<file path="src/rtl/pc_sequencer.sv">
// Fetch/execute sequencer: owns the PC, fetches over req/ack, waits on ex_done.
// Optional MISALIGN_TRAP_EN: misaligned redirects go to TRAP_VECTOR.
module pc_sequencer #(
  parameter logic [31:0] RESET_VECTOR = 32'h0000_0000,
  parameter logic [31:0] TRAP_VECTOR  = 32'h0000_0100
) (
  input  logic        clk,
  input  logic        rst,
  input  logic        stall,
  output logic        imem_req,
  output logic [31:0] imem_addr,
  input  logic        imem_ack,
  input  logic [31:0] imem_rdata,
  output logic [31:0] instr,
  output logic        instr_valid,
  input  logic        ex_done,
  input  logic        pc_src,
  input  logic [31:0] new_pc,
  input  logic        halt,
  output logic [31:0] pc,
  output logic [31:0] instret,
  output logic        halted
`ifdef MISALIGN_TRAP_EN
  ,
  output logic        trap,
  output logic [31:0] trap_addr
`endif
);

  typedef enum logic [1:0] {
    S_HOLD,
    S_FETCH,
    S_EXEC,
    S_HALTED
  } state_t;

  state_t      state_q, state_d;
  logic [31:0] pc_q, pc_d;
  logic [31:0] instr_q, instr_d;
  logic [31:0] instret_q, instret_d;
`ifdef MISALIGN_TRAP_EN
  logic        trap_q, trap_d;
  logic [31:0] trap_addr_q, trap_addr_d;
`endif

  always_comb begin
    state_d   = state_q;
    pc_d      = pc_q;
    instr_d   = instr_q;
    instret_d = instret_q;
`ifdef MISALIGN_TRAP_EN
    trap_d      = 1'b0;
    trap_addr_d = trap_addr_q;
`endif
    unique case (state_q)
      S_HOLD: begin
        if (!stall)
          state_d = S_FETCH;
      end
      S_FETCH: begin
        if (imem_ack) begin
          instr_d = imem_rdata;
          state_d = S_EXEC;
        end
      end
      S_EXEC: begin
        if (ex_done) begin
          instret_d = instret_q + 32'd1;
          if (pc_src)
            pc_d = new_pc & ~32'd3;
          else
            pc_d = pc_q + 32'd4;
`ifdef MISALIGN_TRAP_EN
          if (pc_src && (new_pc[1:0] != 2'b00)) begin
            pc_d        = TRAP_VECTOR;
            trap_d      = 1'b1;
            trap_addr_d = new_pc;
          end
`endif
          if (halt)
            state_d = S_HALTED;
          else if (stall)
            state_d = S_HOLD;
          else
            state_d = S_FETCH;
        end
      end
      S_HALTED: begin
        state_d = S_HALTED;
      end
      default: state_d = S_HOLD;
    endcase
  end

  always_ff @(posedge clk or posedge rst) begin
    if (rst) begin
      state_q   <= S_HOLD;
      pc_q      <= RESET_VECTOR;
      instr_q   <= 32'd0;
      instret_q <= 32'd0;
    end else begin
      state_q   <= state_d;
      pc_q      <= pc_d;
      instr_q   <= instr_d;
      instret_q <= instret_d;
    end
  end

`ifdef MISALIGN_TRAP_EN
  always_ff @(posedge clk or posedge rst) begin
    if (rst) begin
      trap_q      <= 1'b0;
      trap_addr_q <= 32'd0;
    end else begin
      trap_q      <= trap_d;
      trap_addr_q <= trap_addr_d;
    end
  end

  assign trap      = trap_q;
  assign trap_addr = trap_addr_q;
`endif

  // Handshake outputs decode from state alone; no input reaches an output.
  assign imem_req    = (state_q == S_FETCH);
  assign instr_valid = (state_q == S_EXEC);
  assign halted      = (state_q == S_HALTED);
  assign imem_addr   = pc_q;
  assign pc          = pc_q;
  assign instr       = instr_q;
  assign instret     = instret_q;

endmodule

</file>
<file path="config.mk">
export PLATFORM = sky130hd
export DESIGN_NAME = pc_sequencer
export DESIGN_NICKNAME = d
export VERILOG_FILES = /design/src/rtl/pc_sequencer.sv
export SDC_FILE = /design/constraint.sdc
export NUM_CORES = 1
export LEC_CHECK = 0
export BUFFER_PORTS_ARGS = -buffer_cell sky130_fd_sc_hd__buf_2
export CAP_MARGIN = 30
export CORE_UTILIZATION = 45
export CTS_BUF_LIST = sky130_fd_sc_hd__clkbuf_4 sky130_fd_sc_hd__clkbuf_8
export DETAILED_ROUTE_END_ITERATION = 8
export PLACE_DENSITY_LB_ADDON = 0.15
export SETUP_SLACK_MARGIN = 0.4
export SYNTH_ARGS = -nofsm -noshare
export SYNTH_HDL_FRONTEND = slang
export SYNTH_SLANG_ARGS = --single-unit
</file>
<file path="constraint.sdc">
create_clock -name clk -period 4.9 [get_ports clk]
set_input_delay 1.47 -clock clk [delete_from_list [all_inputs] [get_ports clk]]
set_output_delay 1.47 -clock clk [all_outputs]
set_load 0.05 [all_outputs]
</file>
==> impl_metrics.json, run 1 <==
{
  "status": "complete, no violations",
  "ir_drop_mv": 0.3946,
  "post_cts_resized": 0,
  "relSlewSlack": 0.3925,
  "fin_skew_ns": 0.01717,
  "ys_seq_area_frac": 0.4837,
  "grt_max_degree": 57,
  "num_vias": 4211,
  "hp-class": "reg -> reg",
  "yosysTopAreaCellShare": 0.4837,
  "vias_per_cell": 5.324,
  "cts_tree": "done",
  "cts.reportedPaths.clkPinSlew_ns": 0.09,
  "start_kind": "input pin",
  "die-area_mm2": 0.01146,
  "cap_viol_max_count": 0,
  "die_y_um": 107.1,
  "yosysTopAreaCell": "dfrtp_1",
  "path_class": "in -> reg",
  "grt_use_total": 0.2137,
  "drt_iter0_drc": 225,
  "cts_root_buf": "clkbuf_8",
  "netlist_area_mm2": 0.004966,
  "io_buffers": 195,
  "dp_cells": 775,
  "grt_overflow_total": 0,
  "ios": 202,
  "power_density_mw_per_mm2": 603.5,
  "synthArstFlopShare": 1.000,
  "rsz0062_at_grt": "false",
  "final_cell_mix": "195 x buf_2, 96 x dfrtp_1, 43 x nand2_1",
  "min_period_ns": 3.289,
  "die_w_um": 107.1,
  "final_common_cell": "buf_2",
  "stdcell_count": 791,
  "cp.required_ns": 5.14,
  "wl_per_cell_um": 15.27,
  "worst_slew_pin_slew_ns": 0.9112,
  "syn_to_final_growth_pct": 22.35,
  "grt_antenna_before_repair": 0,
  "initial_core_util": 0.4726,
  "grt_pass1_vias": 3817,
  "dp_hpwl_um": 8940,
  "place_congestion": 0.8220,
  "synthCells": 496,
  "end_kind": "flop",
  "ys_types": 53,
  "tns_ns": 0,
  "synth_edf_count": 0,
  "cts-hold-fix-buffers": 0,
  "cts_setup_buffers": 0,
  "hold_viol_final": 0,
  "synth_flop_cell": "dfrtp_1",
  "drc_errors": 0,
  "totalWireLength_um": 12080,
  "clkLatencyLatePin_ns": 0.37,
  "n_antenna_cell": 0,
  "worstPathArrival_ns": 3.53,
  "synth_seq_cells": 96,
  "rows": 37,
  "cts_buffer_depth": 2,
  "firstDrtPassIters": 5,
  "path_max_fanout": 54,
  "drive_gt1_frac": 0.4000,
  "ys_warn_count": 0,
  "clock_sink_count": 96,
  "synthTopCellsByArea": "dfrtp_1 48%, mux2_2 7.3%, buf_4 5.1%, xnor2_1 3.7%, nand2_1 3.3%",
  "min_period_over_period": 0.6712,
  "setup_viol_count_final": 0,
  "ant_nets": 0,
  "htreeDepth": 3,
  "coreArea_mm2": 0.01051,
  "grt_pass1_wl_um": 19200,
  "numCtsBuffers": 9,
  "final_max_slew_viol_count": 0,
  "p_leak_nw": 3.028,
  "nets": 723,
  "synth_area_per_cell_um2": 10.01,
  "max_freq_ghz": 0.3040
}
## cell families (layout without fill, tap and decap cells)
| logic type | count (synthesis) | count (layout) | share of synthesized area |
|---|---|---|---|
| other cells | 1 | 4 | 0.0007551 |
| simple gates | 174 | 174 | 0.1897 |
| compound gates | 84 | 84 | 0.1036 |
| xor+xnor | 31 | 31 | 0.05467 |
| buf+inv | 71 | 227 | 0.07986 |
| mux | 37 | 37 | 0.08264 |
| flops | 96 | 96 | 0.4837 |
| fa+ha+maj | 2 | 2 | 0.005038 |
## power by group
part / total (mW) / switching [mW] / internal, mW
clock: 0.589 / 0.286 / 0.303
sequential: 1.24 / 0.219 / 1.02
combinational: 1.84 / 1.43 / 0.412
## path summary, 6_finish.rpt
check,end,cells after the start,slack [ns],start
worst max-delay path,imem_addr[21]$_DFFE_PP0N_,5,1.61,pc_src
worst min-delay path,instret[31]$_DFFE_PP0N_,1,0.47,instret[31]$_DFFE_PP0N_
worst max register to register,imem_addr[26]$_DFFE_PP0N_,6,2.63,imem_addr[2]$_DFFE_PP0N_
worst min register to register,instret[31]$_DFFE_PP0N_,1,0.47,instret[31]$_DFFE_PP0N_
max in group asynchronous,imem_addr[8]$_DFFE_PP0N_,3,3.26,rst
min in group asynchronous,instr[21]$_DFFE_PP0P_,2,1.06,rst
## worst max-delay path, cell delays in order
cell	delay, ns
buf_2	0.68
inv_1	0.65
or3_1	0.51
o21ai_0	0.10
nor3_1	0.08
## cell usage after synthesis, drive strengths merged, types with 4 or more instances
| cell type | number |
|---|---|
| nand2 | 43 |
| a21oi | 27 |
| xnor2 | 21 |
| clkbuf | 21 |
| nor4 | 4 |
| and3 | 9 |
| or3 | 9 |
| nor3 | 19 |
| mux2 | 32 |
| mux2i | 5 |
| nand4 | 19 |
| a211oi | 4 |
| o22ai | 4 |
| xor2 | 10 |
| buf | 39 |
| o21ai | 26 |
| dfrtp | 96 |
| and4 | 7 |
| nor2 | 22 |
| nand3 | 25 |
| inv | 11 |
## sequential cells by signal (all words and copies together) (netlist names)
register and count:
imem_addr 30, instr 32, instret 32, state_q 2
## stage by stage
stage / power [mW] / worst slack (ns) / utilization / area (um2) / hold slack, ns
3_5_place_dp: 3.103 / 1.294 / 0.5565 / 5848 / 0.4623
2_1_floorplan: 2.779 / 0.9246 / - / 4977 / 0.5599
6_report: 3.667 / 1.611 / 0.5782 / 6076 / 0.4693
5_1_grt: 3.838 / 1.435 / 0.5782 / 6076 / 0.5130
4_1_cts: 3.694 / 1.697 / 0.5782 / 6076 / 0.4752
3_3_place_gp: 3.074 / 1.338 / 0.5513 / 5793 / 0.4575
## metal layers
metal / up-vias / routed length [um] / global-route usage
li1: 2045 / - / -
met1: 1976 / 5540 / 0.2920
met2: 173 / 5536 / 0.3341
met3: 17 / 807 / 0.04134
met4: 0 / 190 / 0.08513
met5: - / 0 / 0
## area by class of cell
type / count / area, um2
Timing Repair Buffer: 200 / 1054
Clock buffer: 10 / 137.6
Tap cell: 136 / 170.2
Inverter: 11 / 43.79
Fill cell: 935 / 4433
Multi-Input combinational cell: 332 / 2178
Sequential cell: 96 / 2402
Clock inverter: 6 / 90.09
No activity file was read; power rests on OpenSTA's default activity.
==> run 2, diff against run 1 <==
- ABC_AREA: default -> 1
- clock period: 4.9 -> 2.66 ns (I/O delays scaled with it)
==> run 2 against run 1 <==
  * Non-clock buffer count grew 4
  * Sequential cell count is the same
  * Critical path depth shrank 2
  * Die area grew 12%
  * Clock skew shrank 0.0033 ns
  * Sequential power grew 100%
  * Sequential share of layout area shrank 4.1 points
  * Global-route usage grew 0.32 points
  * Routed wire length grew 10%
  * First-iteration DRC count grew 25%
  * Setup slack lost 1.1 ns
  * Highest routed layer unchanged
==> impl_metrics.json, run 2 <==
{
  "status": "complete, no violations",
  "worst_slew_pin_slew_ns": 0.6477,
  "grt_max_degree": 41,
  "final_max_slew_viol_count": 0,
  "coreArea_mm2": 0.01206,
  "synth_seq_cells": 96,
  "cts-hold-fix-buffers": 0,
  "dp_hpwl_um": 10080,
  "cap_viol_max_count": 0,
  "rows": 40,
  "cts_buffer_depth": 2,
  "syn_to_final_growth_pct": 21.15,
  "rsz0062_at_grt": "false",
  "tns_ns": 0,
  "wl_per_cell_um": 12.20,
  "firstDrtPassIters": 4,
  "ios": 202,
  "path_class": "reg -> out",
  "cts_root_buf": "clkbuf_8",
  "die_y_um": 113.5,
  "synth_most_common_cell": "nand2_1",
  "synth_flop_cell": "dfrtp_1",
  "dr.max_layer_used": "met4",
  "numCtsBuffers": 9,
  "ys_types": 30,
  "drive_gt1_frac": 0.2852,
  "grt_overflow_total": 0,
  "ys_warn_count": 0,
  "drt-met1-wl_um": 6297,
  "io_buffers": 195,
  "wl_met3_um": 750,
  "cts_setup_buffers": 0,
  "ant_nets": 0,
  "grt_pass1_vias": 4681,
  "setup_viol_count_final": 0,
  "die_w_um": 113.5,
  "min_period_ns": 2.123,
  "fin_skew_ns": 0.01392,
  "path_max_fanout": 6,
  "max_freq_ghz": 0.4710,
  "hp-class": "in -> async",
  "start_kind": "flop",
  "grt_use_total": 0.2169,
  "cts.reportedPaths.clkPinSlew_ns": 0.10,
  "synthArstFlopShare": 1.000,
  "cts_tree": "done",
  "ys_seq_area_frac": 0.4297,
  "ir_drop_mv": 0.8456,
  "yosysTopAreaCell": "dfrtp_1",
  "clock_sink_count": 96,
  "drc_errors": 0,
  "die-area_mm2": 0.01287,
  "reg2reg_depth": 9,
  "min_period_over_period": 0.7982,
  "htreeDepth": 3,
  "ys_top_cells_by_count": "245 x nand2_1, 103 x nor2_1, 96 x dfrtp_1",
  "wl_met2_um": 6001,
  "final_cell_mix": "244 x nand2_1, 194 x buf_2, 103 x nor2_1",
  "worstPathArrival_ns": 1.33,
  "grt_antenna_before_repair": 0,
  "synthCells": 751,
  "p_leak_nw": 3.534,
  "final_common_cell": "nand2_1",
  "num_vias": 5125,
  "synthTopCellsByArea": "dfrtp_1 43%, nand2_1 16%, nor2_1 6.9%, mux2_2 5.8%, inv_1 4.9%",
  "fin_util": 0.5615,
  "cp.required_ns": 1.86,
  "n_antenna_cell": 0,
  "synth_area_per_cell_um2": 7.444,
  "relSlewSlack": 0.5673,
  "vias_per_cell": 4.702,
  "post_cts_resized": 0,
  "hold_viol_final": 0,
  "netlist_area_mm2": 0.005590,
  "drt_iter0_drc": 281,
  "yosysTopAreaCellShare": 0.4297,
  "totalWireLength_um": 13300,
  "place_congestion": 0.8542,
  "end_kind": "primary output",
  "clkLatencyLatePin_ns": 0.38,
  "synth_edf_count": 0,
  "initial_core_util": 0.4635,
  "nets": 990,
  "power_density_mw_per_mm2": 1254,
  "grt_pass1_wl_um": 22200
}
-- run 2: cell types whose count changed in the layout (fill, tap and decap cells not counted), moves of 14 or more --
cell and change:
nand2_1 +201, inv_1 +62, nor3_1 -14, nor2_1 +81, nand4_1 -14
-- run 2: metrics by stage --
step | power [mW] | hold WS [ns] | cells | setup WS [ns] | area [um2]
after floorplan | 6.670 | 0.5807 | 754 | 0.5762 | 5605
after global placement | 7.496 | 0.4711 | 1074 | 0.6241 | 6568
after detailed placement | 7.531 | 0.4770 | 1074 | 0.5526 | 6568
after CTS | 8.558 | 0.4970 | 1090 | 0.4624 | 6770
after global routing | 9.011 | 0.5229 | 1090 | 0.4106 | 6773
final | 8.495 | 0.4951 | 1090 | 0.5367 | 6773
-- run 2: kinds of logic (layout without fill, tap and decap cells) --
kind of cell             Yosys count  in the layout  synth area share
AO/OA/AOI/OAI                     60             60           0.05685
AND/OR/NAND/NOR                  416            416            0.3057
XOR/XNOR                          19             19           0.02977
adder cells (fa/ha/maj)            2              2          0.004476
flip-flops                        96             96            0.4297
other                              1              4         0.0006708
multiplexers                      32             32           0.06446
buffers and inverters            125            293            0.1083
-- run 2: worst max-delay path, cell delays in order, from the launching register on --
cell and delay, ns:
dfrtp_1 0.45, inv_1 0.06, nor2_1 0.19, buf_4 0.25
-- run 2: area by class of cell --
cell class                 instances  area, um2
sequential                        96       2402
inverter                          73      277.8
multi-input combinational        533       2596
timing repair buffer             204       1084
clock inverter                     7      78.83
tap                              168      210.2
fill                            1224       5289
clock buffer                       9      123.9
-- run 2: worst paths after layout --
path	to	slack [ns]	from
setup / recovery	instr_valid	0.54	state_q[1]$_DFFE_PP0P_
max in group asynchronous	imem_addr[17]$_DFFE_PP0N_	1.55	rst
setup reg to reg	imem_addr[23]$_DFFE_PP0N_	0.84	imem_addr[4]$_DFFE_PP0N_
hold reg to reg	instr[19]$_DFFE_PP0P_	0.51	instr[19]$_DFFE_PP0P_
min in group clk	instr[19]$_DFFE_PP0P_	0.51	instr[19]$_DFFE_PP0P_
hold / removal	instr[17]$_DFFE_PP0P_	0.50	rst
-- run 2: power by group --
part           leakage [nW]  switching (mW)  internal, mW
sequential             1.19           0.542          1.99
clock                0.0977           0.568         0.445
combinational          2.24            3.79          1.16
-- run 2: per-layer routing --
| metal | vias to the layer above | track usage |
|---|---|---|
| li1 | 2651 | - |
| met1 | 2287 | 0.2872 |
| met2 | 168 | 0.3508 |
| met3 | 19 | 0.04410 |
| met4 | 0 | 0.08246 |
| met5 | - | 0 |
